$ cat config.mk
export PLATFORM = sky130hd
export DESIGN_NAME = ppu_vram_arbiter
export DESIGN_NICKNAME = d
export VERILOG_FILES = /design/src/rtl/ppu_vram_arbiter.sv
export SDC_FILE = /design/constraint.sdc
export NUM_CORES = 1
export LEC_CHECK = 0
export ABC_AREA = 0
export CAP_MARGIN = 0
export CORE_ASPECT_RATIO = 2
export CORE_MARGIN = 5
export CORE_UTILIZATION = 57
export CTS_CLUSTER_DIAMETER = 80
export DETAILED_ROUTE_END_ITERATION = 8
export GPL_TIMING_DRIVEN = 0
export PLACE_DENSITY_LB_ADDON = 0.1
export SETUP_SLACK_MARGIN = 0.02
export SLEW_MARGIN = 25
export SYNTH_ARGS = -nofsm -noshare
export SYNTH_HDL_FRONTEND = slang
export SYNTH_SLANG_ARGS = --single-unit
$ cat constraint.sdc
create_clock -name clk -period 6.4 [get_ports clk]
set_input_delay 1.28 -clock clk [delete_from_list [all_inputs] [get_ports clk]]
set_output_delay 1.28 -clock clk [all_outputs]
set_load 0.005 [all_outputs]
$ cat src/rtl/ppu_vram_arbiter.sv
// ppu_vram_arbiter: shares the single-port synchronous VRAM between the PPU
// renderer (always highest priority), a queue of CPU writes and a single
// pending CPU read. Memory-side outputs are combinational grant decodes, so
// an address driven in cycle N returns data on mem_rdata in cycle N+1.
//
// Ports:
//   clk, reset                 clock, synchronous active-high reset
//   render_en/req/addr         renderer request; render_rdata = mem_rdata
//   cpu_wr_valid/addr/data     CPU write push; cpu_wr_ready accepts it
//   cpu_rd_req/addr            CPU read request pulse
//   cpu_rd_busy/valid/data     read status, one-cycle valid, registered data
//   mem_addr/we/wdata/rdata    VRAM port
//   fifo_level, overflow       queued write count, sticky dropped-write flag
module ppu_vram_arbiter #(
    parameter int unsigned ADDR_W = 16,
    parameter int unsigned DATA_W = 8,
    parameter int unsigned DEPTH  = 8,
    parameter int unsigned LVL_W  = $clog2(DEPTH) + 1
) (
    input  logic              clk,
    input  logic              reset,
    input  logic              render_en,
    input  logic              render_req,
    input  logic [ADDR_W-1:0] render_addr,
    output logic [DATA_W-1:0] render_rdata,
    input  logic              cpu_wr_valid,
    input  logic [ADDR_W-1:0] cpu_wr_addr,
    input  logic [DATA_W-1:0] cpu_wr_data,
    output logic              cpu_wr_ready,
    input  logic              cpu_rd_req,
    input  logic [ADDR_W-1:0] cpu_rd_addr,
    output logic              cpu_rd_busy,
    output logic              cpu_rd_valid,
    output logic [DATA_W-1:0] cpu_rd_data,
    output logic [ADDR_W-1:0] mem_addr,
    output logic              mem_we,
    output logic [DATA_W-1:0] mem_wdata,
    input  logic [DATA_W-1:0] mem_rdata,
    output logic [LVL_W-1:0]  fifo_level,
    output logic              overflow
);

    localparam int unsigned PTR_W = $clog2(DEPTH);

    typedef struct packed {
        logic [ADDR_W-1:0] addr;
        logic [DATA_W-1:0] data;
    } wr_entry_t;

    typedef enum logic [1:0] {
        ST_IDLE,
        ST_RD_WAIT,
        ST_DONE
    } state_t;

    state_t            state;
    state_t            state_nxt;
    wr_entry_t         fifo_mem [DEPTH];
    wr_entry_t         head;
    logic [PTR_W-1:0]  wr_ptr;
    logic [PTR_W-1:0]  rd_ptr;
    logic              rd_pending;
    logic [ADDR_W-1:0] rd_addr_q;
    logic              fifo_empty;
    logic              fifo_full;
    logic              render_grant;
    logic              push;
    logic              pop;
    logic              rd_accept;

    assign render_rdata = mem_rdata;
    assign render_grant = render_en && render_req;
    assign fifo_empty   = (fifo_level == '0);
    assign fifo_full    = (fifo_level == LVL_W'(DEPTH));
    assign head         = fifo_mem[rd_ptr];

    // Writes stall while a read is outstanding to keep read-after-write order.
    assign cpu_wr_ready = !fifo_full && !rd_pending && (state == ST_IDLE);
    assign cpu_rd_busy  = rd_pending || (state != ST_IDLE);
    assign push         = !reset && cpu_wr_valid && cpu_wr_ready;
    assign rd_accept    = !reset && cpu_rd_req && !cpu_rd_busy;

    // State register.
    always_ff @(posedge clk) begin
        if (reset) begin
            state <= ST_IDLE;
        end else begin
            state <= state_nxt;
        end
    end

    // Grant mux and next state. Reset gates the port so a queued write
    // cannot reach VRAM in the cycle reset is asserted.
    always_comb begin
        state_nxt = state;
        pop       = 1'b0;
        mem_addr  = render_addr;
        mem_we    = 1'b0;
        mem_wdata = '0;
        if (reset) begin
            mem_addr  = '0;
            state_nxt = ST_IDLE;
        end else begin
            if (render_grant) begin
                mem_addr = render_addr;
            end else if (!fifo_empty) begin
                pop       = 1'b1;
                mem_addr  = head.addr;
                mem_we    = 1'b1;
                mem_wdata = head.data;
            end else if (rd_pending && (state == ST_IDLE)) begin
                mem_addr  = rd_addr_q;
                state_nxt = ST_RD_WAIT;
            end
            case (state)
                ST_RD_WAIT: state_nxt = ST_DONE;
                ST_DONE:    state_nxt = ST_IDLE;
                default:    ;
            endcase
        end
    end

    // Write queue storage (no reset needed; validity tracked by pointers).
    always_ff @(posedge clk) begin
        if (push) begin
            fifo_mem[wr_ptr] <= '{addr: cpu_wr_addr, data: cpu_wr_data};
        end
    end

    // Queue pointers, level, read slot and read result.
    always_ff @(posedge clk) begin
        if (reset) begin
            wr_ptr       <= '0;
            rd_ptr       <= '0;
            fifo_level   <= '0;
            overflow     <= 1'b0;
            rd_pending   <= 1'b0;
            rd_addr_q    <= '0;
            cpu_rd_valid <= 1'b0;
            cpu_rd_data  <= '0;
        end else begin
            if (push) begin
                wr_ptr <= wr_ptr + PTR_W'(1);
            end
            if (pop) begin
                rd_ptr <= rd_ptr + PTR_W'(1);
            end
            case ({push, pop})
                2'b10:   fifo_level <= fifo_level + LVL_W'(1);
                2'b01:   fifo_level <= fifo_level - LVL_W'(1);
                default: ;
            endcase
            if (cpu_wr_valid && !cpu_wr_ready) begin
                overflow <= 1'b1;
            end
            if (rd_accept) begin
                rd_pending <= 1'b1;
                rd_addr_q  <= cpu_rd_addr;
            end
            // Data on mem_rdata now belongs to the address issued last cycle.
            if (state == ST_RD_WAIT) begin
                cpu_rd_data <= mem_rdata;
                rd_pending  <= 1'b0;
            end
            cpu_rd_valid <= (state == ST_RD_WAIT);
        end
    end

endmodule

==> results of run 1 <==
[layer usage]
| metal | wire [um] | GRT usage |
|---|---|---|
| met5 | 0 | 0 |
| met3 | 1310 | 0.0319 |
| met1 | 8100 | 0.296 |
| met4 | 453 | 0.0628 |
| met2 | 10800 | 0.386 |
[sequential cells by signal, indices dropped and copies added (netlist names), 2 cells and up, named ones only]
name         flops
fifo_mem       192
rd_addr_q       16
cpu_rd_data      8
fifo_level       4
rd_ptr           3
wr_ptr           3
state            2
[where the power goes]
| part | switching, uW | internal (uW) | total, uW |
|---|---|---|---|
| clock | 519 | 645 | 1160 |
| combinational | 452 | 477 | 928 |
| sequential | 60.4 | 1760 | 1820 |
[tightest hold or removal path: cells and delay by family, from the launching register on]
kind | cells | cell delay (ps)
flops | 1 | 320
compound gates | 1 | 50
simple gates | 1 | 50
[cell usage in the layout (no fill, tap or decap), types with 2 or more instances in the layout]
cell,n
dfxtp_1,42
ha_1,8
nor4b_1,2
a221o_1,16
buf_1,3
clkinv_2,3
mux4_2,48
nor2_4,6
nor3_2,2
clkdlybuf4s50_1,117
buf_16,3
nor3_1,2
nand2b_1,4
inv_1,7
clkbuf_16,21
o21ai_0,3
a21oi_1,23
edfxtp_1,192
a32o_1,16
clkinv_1,5
mux2i_1,17
nor2_1,32
nor2b_1,3
nand2_1,44
clkbuf_1,22
clkinvlp_4,2
nor4_1,2
buf_2,5
buf_12,3
buf_6,5
xor2_1,6
buf_4,13
nand3_1,5
[final cells by class]
type                            count  area (um^2)  share of cell area
Buffer                             40          221              0.0192
Tap cell                          204          255              0.0221
Clock inverter                     12         90.1             0.00780
Multi-Input combinational cell    251         2440               0.211
Timing Repair Buffer              130         1370               0.119
Clock buffer                       24          537              0.0465
Sequential cell                   234         6610               0.572
Inverter                            7         26.3             0.00227
[worst paths after layout]
| path | from | to | slack, ps | depth (start not counted) |
|---|---|---|---|---|
| max reg2reg | fifo_level[0] | fifo_level[2] | 2930 | 12 |
| min reg2reg | rd_addr_q[10] | rd_addr_q[10] | 460 | 2 |
| min | rd_addr_q[10] | rd_addr_q[10] | 460 | 2 |
| max | render_en | mem_addr[11] | 760 | 8 |
[through the flow]
stage | cell area, um^2 | hold slack [ps]
after global routing | 11600 | 488
after detailed placement | 10900 | 453
after floorplan | 9240 | 437
after global placement | 10700 | 444
after CTS | 11600 | 463
final | 11600 | 464
[cell families (layout without fill, tap and decap cells)]
group                    count (synthesis)  count (layout)  share of synthesized area
AO/OA/AOI/OAI                           61              61                     0.0516
XOR/XNOR                                 7               7                    0.00664
adder cells (fa/ha/maj)                  8               8                     0.0108
buffers and inverters                   47             213                     0.0267
flip-flops                             234             234                      0.715
multiplexers                            65              65                      0.135
AND/OR/NAND/NOR                        110             110                     0.0539
==> flow_metrics.env, run 1 <==
export IMPL_status="complete, no violations"
export IMPL_drtAntennaViolNets=0
export IMPL_syn_cell_area_um2=9240
export IMPL_drt_pass1_iterations=5
export IMPL_finClkSkew_ps=15.4
export IMPL_ys_top_cells_by_count="192 x edfxtp_1, 48 x mux4_2, 44 x nand2_1, 42 x dfxtp_1, 38 x nor2_1"
export IMPL_crit_buf_inv=4
export IMPL_dieArea_um2=19000
export IMPL_syn_inst=532
export IMPL_drive_gt1_frac=0.169
export IMPL_hold_viol_final=0
export IMPL_diodes=0
export IMPL_ys_ff_latch=234
export IMPL_antenna_found_initial=0
export IMPL_path_class="input pin to output port"
export IMPL_yosysSeqAreaShare=0.715
export IMPL_cp_end_kind="output port"
export IMPL_grt_pass1_wl_um=31900
export IMPL_tritoncts="done"
export IMPL_fmax_mhz=177
export IMPL_coreArea_um2=16100
export IMPL_syn_avg_cell_area_um2=17.4
export IMPL_synth_ff_type="edfxtp_1"
export IMPL_cp_start_kind="input pin"
export IMPL_critPathTopFamily="buffers and inverters"
export IMPL_final_setup_tns_ps=0
export IMPL_tightestPinTransition_ps=942
export IMPL_synth_top_area_cell="edfxtp_1"
export IMPL_fin_ws_ps=763
export IMPL_slew_violations=0
export IMPL_cts_post_setup_buffers_inserted=0
export IMPL_maxSlewHeadroom=0.372
export IMPL_grt_remaining_overflow=0
export IMPL_fillerInstances=1061
export IMPL_fp_dieH_um=190
export IMPL_p_total_uw=3910
export IMPL_syn_nets=610
export IMPL_grt_max_degree=20
export IMPL_clkLatencyLatePin_ps=490
export IMPL_wl_per_cell_um=22.9
export IMPL_via_count=5336
export IMPL_grt_pass1_vias=5570
export IMPL_clock_sinks=234
export IMPL_place_ws_ps=800
export IMPL_setup_violations_final=0
export IMPL_dp_cells=866
export IMPL_final_nets=763
export IMPL_critPathSlowestCell="clkbuf_1"
export IMPL_clk_pin_slew_ps=70
export IMPL_crit_chain="clkdlybuf4s50_1 -> a21oi_1 -> clkbuf_1 -> nand2_1 -> nor2_1 -> clkbuf_1 -> a221o_1 -> clkdlybuf4s50_1"
export IMPL_numCtsBuffers=21
export IMPL_drv_cap=0
export IMPL_cp_max_fo=10
export IMPL_critPathRequiredTime_ps=5120
export IMPL_synth_edf_count=192
export IMPL_rsz0062_at_grt="false"
export IMPL_portBuffers=117
export IMPL_slowest_delay_ps=550
export IMPL_yosysUniqueCellTypes=37
export IMPL_fin_crit_sh=0.881
export IMPL_clockRootBuffer="clkbuf_16"
export IMPL_finish_utilization=0.717
export IMPL_cts_htree_levels=1
export IMPL_ir_drop_mv=0.295
export IMPL_hp_class="flip-flop to flip-flop"
export IMPL_grt_usage=0.223
export IMPL_instances_no_fill=902
export IMPL_power_density_nw_per_um2=338
export IMPL_drtIter0Drc=336
export IMPL_via_per_inst=5.92
export IMPL_async_flop_share=0
export IMPL_synth_most_common_cell="edfxtp_1"
export IMPL_drcViolationCount=0
export IMPL_cts_path_max_buffers=3
export IMPL_die_w_um=100
export IMPL_synth_top_area_frac=0.624
export IMPL_holdBufCountCts=0
export IMPL_worst_ep_arrival_time_ps=4360
export IMPL_num_rows=66
export IMPL_syn_to_final_growth_pct=25.0
export IMPL_yosys_top_cells_area="edfxtp_1 62%, mux4_2 12%, dfxtp_1 9.1%"
export IMPL_wl_um=20700
export IMPL_post_route_min_period_ps=5640
export IMPL_synth_warnings=0
export IMPL_leakage_uw=0.00376
export IMPL_initial_core_util=0.574
export IMPL_place_congestion=0.779
export IMPL_dp_hpwl_um=13900
export IMPL_num_io_pins=119
export IMPL_post_cts_resized=0
Power figures use the tool's default switching activity.
==> inputs of run 2 (changes only) <==
--- a/config.mk
+++ b/config.mk
@@ -5,7 +5,6 @@
 export SDC_FILE = /design/constraint.sdc
 export NUM_CORES = 1
 export LEC_CHECK = 0
-export ABC_AREA = 0
 export CAP_MARGIN = 0
 export CORE_ASPECT_RATIO = 2
 export CORE_MARGIN = 5
==> results of run 2 <==
The final DEF is identical to that of run 1; final timing and power are the same.
